`config.mk`:
```
export PLATFORM = sky130hd
export DESIGN_NAME = ddr_cmd_issuer
export DESIGN_NICKNAME = d
export VERILOG_FILES = /design/src/rtl/ddr_cmd_issuer.sv
export SDC_FILE = /design/constraint.sdc
export NUM_CORES = 1
export LEC_CHECK = 0
export ABC_AREA = 1
export ABC_CLOCK_PERIOD_IN_PS = 2200
export BUFFER_PORTS_ARGS = -buffer_cell sky130_fd_sc_hd__buf_4
export CELL_PAD_IN_SITES_DETAIL_PLACEMENT = 1
export CELL_PAD_IN_SITES_GLOBAL_PLACEMENT = 1
export CORE_ASPECT_RATIO = 0.7
export CORE_UTILIZATION = 28
export CTS_CLUSTER_SIZE = 40
export DETAILED_ROUTE_END_ITERATION = 7
export HOLD_SLACK_MARGIN = 0.03
export PLACE_DENSITY = 0.66
export SKIP_LAST_GASP = 1
export SYNTH_ARGS = -nofsm -noshare
export SYNTH_HDL_FRONTEND = slang
export SYNTH_SLANG_ARGS = --single-unit
```
`constraint.sdc`:
```
create_clock -name clk -period 2.2 [get_ports clk]
set_clock_uncertainty 0.15 [all_clocks]
set_input_delay 0.22 -clock clk [delete_from_list [all_inputs] [get_ports clk]]
set_output_delay 0.22 -clock clk [all_outputs]
set_load 0.01 [all_outputs]
```
`src/rtl/ddr_cmd_issuer.sv`:
```
// DDR command issuer: one request at a time, per-bank open-row table, timed ACT/PR/RD/WR pulses.
// Define REFRESH_EN to add the periodic PRA/REF refresh sequence.
module ddr_cmd_issuer #(
  parameter int BGWIDTH   = 2,
  parameter int BAWIDTH   = 2,
  parameter int ADDRWIDTH = 17,
  parameter int COLWIDTH  = 10,
  parameter int BL        = 8,
  parameter int TRCD      = 4,
  parameter int TRP       = 4,
  parameter int TCL       = 5,
  parameter int TREFI     = 1560,
  parameter int TRFC      = 52
) (
  input  logic                 clk,
  input  logic                 reset_n,
  input  logic                 halt,
  input  logic                 req_valid,
  output logic                 req_ready,
  input  logic                 req_write,
  input  logic [BGWIDTH:0]     req_bg,
  input  logic [BAWIDTH:0]     req_ba,
  input  logic [ADDRWIDTH-1:0] req_row,
  input  logic [COLWIDTH-1:0]  req_col,
  output logic                 rsp_valid,
  output logic [18:0]          commands,
  output logic [BGWIDTH:0]     bg,
  output logic [BAWIDTH:0]     ba,
  output logic [ADDRWIDTH-1:0] row,
  output logic [COLWIDTH-1:0]  column
);

  localparam int BANKGROUPS    = BGWIDTH ** 2;
  localparam int BANKSPERGROUP = BAWIDTH ** 2;
  localparam int NBANKS        = BANKGROUPS * BANKSPERGROUP;
  localparam int IDXW          = BGWIDTH + BAWIDTH;

  localparam int CMD_ACT = 0;
  localparam int CMD_PR  = 11;
  localparam int CMD_RD  = 13;
  localparam int CMD_WR  = 17;

  localparam logic [15:0] TRCD_M1 = 16'(TRCD - 1);
  localparam logic [15:0] TRP_M1  = 16'(TRP - 1);
  localparam logic [15:0] DATA_M1 = 16'(TCL + BL / 2 - 1);

  localparam logic [3:0] S_IDLE      = 4'd0;
  localparam logic [3:0] S_PRE       = 4'd1;
  localparam logic [3:0] S_WAIT_RP   = 4'd2;
  localparam logic [3:0] S_ACT       = 4'd3;
  localparam logic [3:0] S_WAIT_RCD  = 4'd4;
  localparam logic [3:0] S_CAS       = 4'd5;
  localparam logic [3:0] S_WAIT_DATA = 4'd6;
  localparam logic [3:0] S_RESP      = 4'd7;

  logic [3:0]           state_q, state_d;
  logic [15:0]          cnt_q, cnt_d;
  logic [18:0]          commands_q, commands_d;
  logic                 rsp_valid_q, rsp_valid_d;
  logic                 write_q, write_d;
  logic [BGWIDTH:0]     bg_q, bg_d;
  logic [BAWIDTH:0]     ba_q, ba_d;
  logic [ADDRWIDTH-1:0] row_q, row_d;
  logic [COLWIDTH-1:0]  col_q, col_d;
  logic [NBANKS-1:0]    tbl_valid_q, tbl_valid_d;
  logic [ADDRWIDTH-1:0] tbl_row_q [NBANKS];
  logic [ADDRWIDTH-1:0] tbl_row_d [NBANKS];
  logic [IDXW-1:0]      req_idx, cur_idx;
  logic                 refresh_pending;

`ifdef REFRESH_EN
  localparam int CMD_PRA = 12;
  localparam int CMD_REF = 15;
  localparam logic [15:0] TREFI_M1 = 16'(TREFI - 1);
  localparam logic [15:0] TRFC_M1  = 16'(TRFC - 1);
  localparam logic [3:0] S_REF_PRA     = 4'd8;
  localparam logic [3:0] S_REF_WAIT_RP = 4'd9;
  localparam logic [3:0] S_REF_CMD     = 4'd10;
  localparam logic [3:0] S_REF_WAIT_RFC = 4'd11;

  logic [15:0] ref_cnt_q, ref_cnt_d;
  logic        refresh_pending_q, refresh_pending_d;
  assign refresh_pending = refresh_pending_q;
`else
  logic unused_refresh_cfg;
  assign refresh_pending    = 1'b0;
  assign unused_refresh_cfg = (TREFI > 0) ^ (TRFC > 0);
`endif

  assign req_idx   = {req_bg[BGWIDTH-1:0], req_ba[BAWIDTH-1:0]};
  assign cur_idx   = {bg_q[BGWIDTH-1:0], ba_q[BAWIDTH-1:0]};
  assign req_ready = (state_q == S_IDLE) && !refresh_pending && !halt;
  assign commands  = commands_q;
  assign rsp_valid = rsp_valid_q;
  assign bg        = bg_q;
  assign ba        = ba_q;
  assign row       = row_q;
  assign column    = col_q;

  // Next-state, command and open-row table update; wait states issue the follow-on command on the cycle they expire
  always_comb begin
    state_d     = state_q;
    cnt_d       = cnt_q;
    commands_d  = 19'd0;
    rsp_valid_d = 1'b0;
    write_d     = write_q;
    bg_d        = bg_q;
    ba_d        = ba_q;
    row_d       = row_q;
    col_d       = col_q;
    tbl_valid_d = tbl_valid_q;
    tbl_row_d   = tbl_row_q;
`ifdef REFRESH_EN
    ref_cnt_d         = ref_cnt_q;
    refresh_pending_d = refresh_pending_q;
`endif
    if (!halt) begin
      case (state_q)
        S_IDLE: begin
          if (refresh_pending) begin
`ifdef REFRESH_EN
            state_d = (|tbl_valid_q) ? S_REF_PRA : S_REF_CMD;
`else
            state_d = S_IDLE;
`endif
          end else if (req_valid) begin
            write_d = req_write;
            bg_d    = req_bg;
            ba_d    = req_ba;
            row_d   = req_row;
            col_d   = req_col;
            if (tbl_valid_q[req_idx] && (tbl_row_q[req_idx] == req_row)) begin
              state_d = S_CAS;
            end else if (tbl_valid_q[req_idx]) begin
              state_d = S_PRE;
            end else begin
              state_d = S_ACT;
            end
          end else begin
            state_d = S_IDLE;
          end
        end
        S_PRE: begin
          commands_d[CMD_PR]   = 1'b1;
          tbl_valid_d[cur_idx] = 1'b0;
          cnt_d                = TRP_M1;
          state_d              = S_WAIT_RP;
        end
        S_WAIT_RP, S_ACT: begin
          if ((state_q == S_ACT) || (cnt_q == 16'd0)) begin
            commands_d[CMD_ACT]  = 1'b1;
            tbl_valid_d[cur_idx] = 1'b1;
            tbl_row_d[cur_idx]   = row_q;
            cnt_d                = TRCD_M1;
            state_d              = S_WAIT_RCD;
          end else begin
            cnt_d = cnt_q - 16'd1;
          end
        end
        S_WAIT_RCD, S_CAS: begin
          if ((state_q == S_CAS) || (cnt_q == 16'd0)) begin
            if (write_q) begin
              commands_d[CMD_WR] = 1'b1;
            end else begin
              commands_d[CMD_RD] = 1'b1;
            end
            cnt_d   = DATA_M1;
            state_d = S_WAIT_DATA;
          end else begin
            cnt_d = cnt_q - 16'd1;
          end
        end
        S_WAIT_DATA: begin
          if (cnt_q == 16'd0) begin
            state_d = S_RESP;
          end else begin
            cnt_d = cnt_q - 16'd1;
          end
        end
        S_RESP: begin
          rsp_valid_d = 1'b1;
          state_d     = S_IDLE;
        end
`ifdef REFRESH_EN
        S_REF_PRA: begin
          commands_d[CMD_PRA] = 1'b1;
          tbl_valid_d         = {NBANKS{1'b0}};
          cnt_d               = TRP_M1;
          state_d             = S_REF_WAIT_RP;
        end
        S_REF_WAIT_RP, S_REF_CMD: begin
          if ((state_q == S_REF_CMD) || (cnt_q == 16'd0)) begin
            commands_d[CMD_REF] = 1'b1;
            cnt_d               = TRFC_M1;
            state_d             = S_REF_WAIT_RFC;
          end else begin
            cnt_d = cnt_q - 16'd1;
          end
        end
        S_REF_WAIT_RFC: begin
          if (cnt_q == 16'd0) begin
            refresh_pending_d = 1'b0;
            state_d           = S_IDLE;
          end else begin
            cnt_d = cnt_q - 16'd1;
          end
        end
`endif
        default: begin
          state_d = S_IDLE;
        end
      endcase
`ifdef REFRESH_EN
      // A new refresh tick wins over the clear from a finishing refresh
      if (ref_cnt_q == 16'd0) begin
        ref_cnt_d         = TREFI_M1;
        refresh_pending_d = 1'b1;
      end else begin
        ref_cnt_d = ref_cnt_q - 16'd1;
      end
`endif
    end else begin
      state_d = state_q;
    end
  end

  // Controller state, command/address outputs and open-row table
  always_ff @(posedge clk or negedge reset_n) begin
    if (!reset_n) begin
      state_q     <= S_IDLE;
      cnt_q       <= 16'd0;
      commands_q  <= 19'd0;
      rsp_valid_q <= 1'b0;
      write_q     <= 1'b0;
      bg_q        <= {(BGWIDTH + 1){1'b0}};
      ba_q        <= {(BAWIDTH + 1){1'b0}};
      row_q       <= {ADDRWIDTH{1'b0}};
      col_q       <= {COLWIDTH{1'b0}};
      tbl_valid_q <= {NBANKS{1'b0}};
      for (int i = 0; i < NBANKS; i++) begin
        tbl_row_q[i] <= {ADDRWIDTH{1'b0}};
      end
    end else begin
      state_q     <= state_d;
      cnt_q       <= cnt_d;
      commands_q  <= commands_d;
      rsp_valid_q <= rsp_valid_d;
      write_q     <= write_d;
      bg_q        <= bg_d;
      ba_q        <= ba_d;
      row_q       <= row_d;
      col_q       <= col_d;
      tbl_valid_q <= tbl_valid_d;
      tbl_row_q   <= tbl_row_d;
    end
  end

`ifdef REFRESH_EN
  // Refresh interval counter and pending flag
  always_ff @(posedge clk or negedge reset_n) begin
    if (!reset_n) begin
      ref_cnt_q         <= TREFI_M1;
      refresh_pending_q <= 1'b0;
    end else begin
      ref_cnt_q         <= ref_cnt_d;
      refresh_pending_q <= refresh_pending_d;
    end
  end
`endif

endmodule

```
---- Yosys cells after proc, flatten, opt, wreduce, memory -nomap -nowiden ----
Cells that the tools add are included.
W data, S select, Z words.
cells by class
  multiply operators ...................... 0
  muxes and demuxes ....................... 38
  div/mod/pow operators ................... 0
  $add $sub $neg .......................... 1
  shift-type cells ........................ 0
  reductions and logical operators ........ 18
  bitwise gates (word level) .............. 6
  magnitude comparators ................... 6
  equality and inequality tests ........... 12
operator list
  kind                     number
  $bwmux W272              1
  $bmux W17 S4             1
  $demux W17 S4            1
  $mux W16                 4
  $pmux W16 S4             1
  $mux W17                 3
  $pmux W16 S2             1
  $pmux W4 S5              1
  $eq A17 B17 Y1           1
  $mux W1                  17
  $and A16 B16 Y16         1
  $eq A4 B3 Y1 const B     4
  $logic_not A16 Y1        1
  $mux W4                  4
  $not A16 Y16             1
  $or A16 B16 Y16          1
  $sub A16 B1 Y16 const B  1
  $reduce_and A3 Y1        4
  $ge A5 B5 Y1 const B     2
  $lt A4 B5 Y1 const B     2
  $not A4 Y5               2
  $eq A4 B2 Y1 const B     2
  $ne A2 B2 Y1 const B     4
  $lt A5 B1 Y1 const B     1
  other kinds (15)         20
storage, ports and cells
  output and inout bits ................... 54
  logic and storage cells ................. 107
  ROM bits ................................ 0
  bits in latches ......................... 0
  memories ................................ 0
  bits in registers ....................... 347
  bits in writable memories ............... 0

---- Logic depth before layout (Yosys ltp) ----
  word-level depth ........................ 9
  gate-level depth with buffers ........... 19
  mapped depth without buffers ............ 16

---- Least setup slack after synthesis ----
Ideal clock, no wire load.
  path type ............................... register to register
  start ................................... reg cnt_q[0]
  end ..................................... reg tbl_row_q[100] (netlist bit)
  period minus slack after synthesis ...... 2308 ps
  stages on the path, launching flop included .. 17
  setup slack ............................. -108 ps
  library setup time ...................... 128 ps
  data arrival time ....................... 2030 ps
  cell sequence ........................... dfrtp_1 > inv_1 > ha_1 > nand3_2 > inv_2 > nand3_2 > inv_2 > nor2_1 > nand2_2 > inv_2 > nor3_4 > inv_4 > nor3_2 > nand2_2 > buf_6 > nand2_1 > o21ai_2
on the way
  cells in the longest elaborated chain, start to end .. 3
RTL lines
  element                         RTL line  RTL
  start: declaration              57        logic [15:0] cnt_q, cnt_d;
  start signal: assignment        245       cnt_q <= cnt_d;
  $logic_not A16 Y1               150       if ((state_q == S_ACT) || (cnt_q == 16'd0)) begin
  $logic_or A1 B1 Y1              150
  $reduce_and A3 Y1 (no line)     --
  end signal: indexed assignment  241       tbl_row_q[i] <= {ADDRWIDTH{1'b0}};
  end signal: assignment          254       tbl_row_q <= tbl_row_d;
  end: declaration                66        logic [ADDRWIDTH-1:0] tbl_row_q [NBANKS];
Every way passes these cells.
A chain may end at the register's enable or synchronous reset.

---- Worst setup path after layout ----
  start ................................... reg cnt_q[9]
  end ..................................... reg tbl_row_q[30] (netlist bit)
The elaborated chain is that of the path after synthesis.

==> impl_metrics.env <==
export IMPL_clk_latency_ns=0.53
export IMPL_synth_area_per_cell_um2=7.947
export IMPL_drt_iter0_drc=941
export IMPL_io_pins=92
export IMPL_hpwl_um=36120
export IMPL_die_area_mm2=0.06089
export IMPL_r2r_end="tbl_row_q[30]"
export IMPL_clockRootBuffer="clkbuf_16"
export IMPL_rows=74
export IMPL_async_flop_share_pct=100.0
export IMPL_ys_ff_latch=346
export IMPL_rsz0062_at_grt="yes"
export IMPL_routed_wl_um=57870
export IMPL_setup_worst_path_end_class="flip-flop"
export IMPL_start_kind="flip-flop"
export IMPL_path_class="flip-flop to flip-flop"
export IMPL_cp_max_fo=35
export IMPL_grt_overflow_total=0
export IMPL_cts_buffer_depth=3
export IMPL_cp_arrival_ns=2.65
export IMPL_antenna_found_initial=0
export IMPL_layout_common_cells="nand2_1, dfrtp_1, o21ai_0"
export IMPL_use_met3_pct=3.169
export IMPL_initial_core_util_pct=28.52
export IMPL_syn2layout_area_growth_pct=21.74
export IMPL_vias=14800
export IMPL_powerDensity_mw_per_mm2=1025
export IMPL_die_x_um=294.5
export IMPL_core_area_mm2=0.05879
export IMPL_grt_max_degree=73
export IMPL_synth_top_flop_cell="dfrtp_1"
export IMPL_ir_worst_vdd_v=0.0004401
export IMPL_gp_congestion=0.8221
export IMPL_grtUsageMet1_pct=27.92
export IMPL_vias_per_cell=4.833
export IMPL_finalHoldViolCount=0
export IMPL_finalSetupTns_ns=-24.22
export IMPL_cts_htree_levels=2
export IMPL_drc=0
export IMPL_yosys_warnings=0
export IMPL_tritoncts="yes"
export IMPL_r2r_slack_ns=-0.20
export IMPL_holdWs_ns=0.08916
export IMPL_r2r_start="cnt_q[9]"
export IMPL_grt_first_pass_wirelength_um=90890
export IMPL_fmax_mhz=416.5
export IMPL_final_common_cell="nand2_1"
export IMPL_fin_crit_sh_pct=109.1
export IMPL_fin_nets=2281
export IMPL_fin_ws_ns=-0.2010
export IMPL_min_period_ns=2.401
export IMPL_drt_first_pass_iters=4
export IMPL_setup_violations=175
export IMPL_maxCapViolCount=0
export IMPL_numCtsBuffers=36
export IMPL_grtUsageMet2_pct=30.58
export IMPL_n_antenna_cell=0
export IMPL_drive_gt1_share_pct=15.24
export IMPL_reg2regPathDepth=15
export IMPL_synthCells=2110
export IMPL_placed_cell_area_mm2=0.01896
export IMPL_final_util_pct=34.72
export IMPL_clkTransAtPathRegs_ns=0.06
export IMPL_relSlewSlack_pct=60.21
export IMPL_grt_usage_pct=19.36
export IMPL_cts_sinks=346
export IMPL_hp_class="input pin to async pin"
export IMPL_wire_per_inst_um=18.90
export IMPL_grt_pass1_vias=15540
export IMPL_slew_violations=0
export IMPL_syn_cell_area_mm2=0.01677
export IMPL_grt_busiest_layer="met2"
export IMPL_cts_setup_buffers=0
export IMPL_critPathLaunch="cnt_q[9]"
export IMPL_violations="setup timing"
export IMPL_status="finished with violations"
export IMPL_die_h_um=206.7
export IMPL_antenna_left=0
export IMPL_crit_required_ns=2.45
export IMPL_ys_seq_area_share_pct=51.63
export IMPL_finalInstanceArea_mm2=0.02041
export IMPL_port_buffers=76
export IMPL_p_leak_nw=9.639
export IMPL_synth_cell_type_count=40
export IMPL_synth_edf_count=0
export IMPL_worst_pin_slew_ns=0.5962
[cells in the mapped netlist (all sizes together), types with 2 or more instances]
cell	count	area [um2]
a21oi	15	75.07
a32oi	2	17.52
buf	72	551.8
clkbuf	73	274.0
dfrtp	346	8658
inv	188	708.2
mux2	13	146.4
nand2	683	2589
nand3	176	890.9
nand4	3	18.77
nor2	116	452.9
nor3	18	146.4
nor3b	2	15.01
o211ai	19	142.6
o21ai	366	1948
or2	4	25.02
xor2	4	35.03
[cell type report]
type | instances | area, um2
clock buffers | 50 | 1015
multi-input cells | 1444 | 6724
well taps | 798 | 998.5
repair buffers | 225 | 2205
flip-flops and latches | 346 | 8658
fillers | 7034 | 38380
inverters | 189 | 714.4
clock inverters | 10 | 100.1
[critical path: stages (launching register included)]
cell and delay [ns]:
dfrtp_1 0.41, nor2_2 0.13, nand2_1 0.08, nor2_2 0.14, nand3_2 0.12, inv_2 0.08
nor2_2 0.03, nand2_2 0.06, inv_2 0.05, nor3_4 0.21, inv_4 0.14, nor3_4 0.17
nand2_2 0.09, buf_12 0.19, nand2_1 0.11, o21ai_2 0.06
[report_power, final]
part	switching [W]	internal, W	leakage [nW]
Combinational	0.00386	0.00231	4.36
Clock	0.00262	0.00345	0.555
Sequential	0.000925	0.00777	4.72
[through the flow]
stage          cells  total power (W)  worst slack, ns
2_1_floorplan   2124          0.01221         -0.09835
3_3_place_gp    2969          0.01462          -0.2960
3_5_place_dp    2969          0.01493          -0.3165
4_1_cts         3062          0.02113          -0.1912
5_1_grt         3062          0.02228          -0.3731
6_report        3062          0.02093          -0.2010
[sequential cells by signal (all words and copies together), names as in the netlist, named ones only]
signal,count
bg,3
tbl_row_q,272
row,17
state_q,3
write_q,1
rsp_valid,1
column,10
commands,4
cnt_q,16
ba,3
[kinds of logic (layout without fill, tap and decap cells)]
| logic type | count (synthesis) | after routing | synth area share, % |
|---|---|---|---|
| simple gates | 1004 | 1004 | 24.75 |
| compound gates | 406 | 406 | 13.21 |
| flops | 346 | 346 | 51.63 |
| buf+inv | 334 | 474 | 9.170 |
| mux | 13 | 13 | 0.8730 |
| xor+xnor | 5 | 5 | 0.2611 |
| fa+ha+maj | 1 | 1 | 0.07460 |
| other cells | 1 | 15 | 0.02236 |
[worst max-delay path by stage]
| stage | end | slack [ns] | cells past startpoint |
|---|---|---|---|
| after floorplan | tbl_row_q[100] | -0.1 | 16 |
| after global placement | state_q[2] | -0.30 | 17 |
| after detailed placement | state_q[2] | -0.32 | 17 |
| after CTS | tbl_row_q[233] | -0.19 | 15 |
| after global routing | tbl_row_q[219] | -0.37 | 15 |
| final | tbl_row_q[30] | -0.20 | 15 |
[metal layers]
metal / share of wire, % / wire length, um
met3: 4.8 / 2751
met1: 49 / 28440
met4: 1.6 / 907
met5: 0 / 0
met2: 45 / 25770
[what timing repair did]
action,4_1_cts,5_1_grt
setup endpoints to repair,197,300
resized for setup,0,2
hold buffers,33,0
hold endpoints to repair,291,0
No activity file was read; power rests on OpenSTA's default activity.
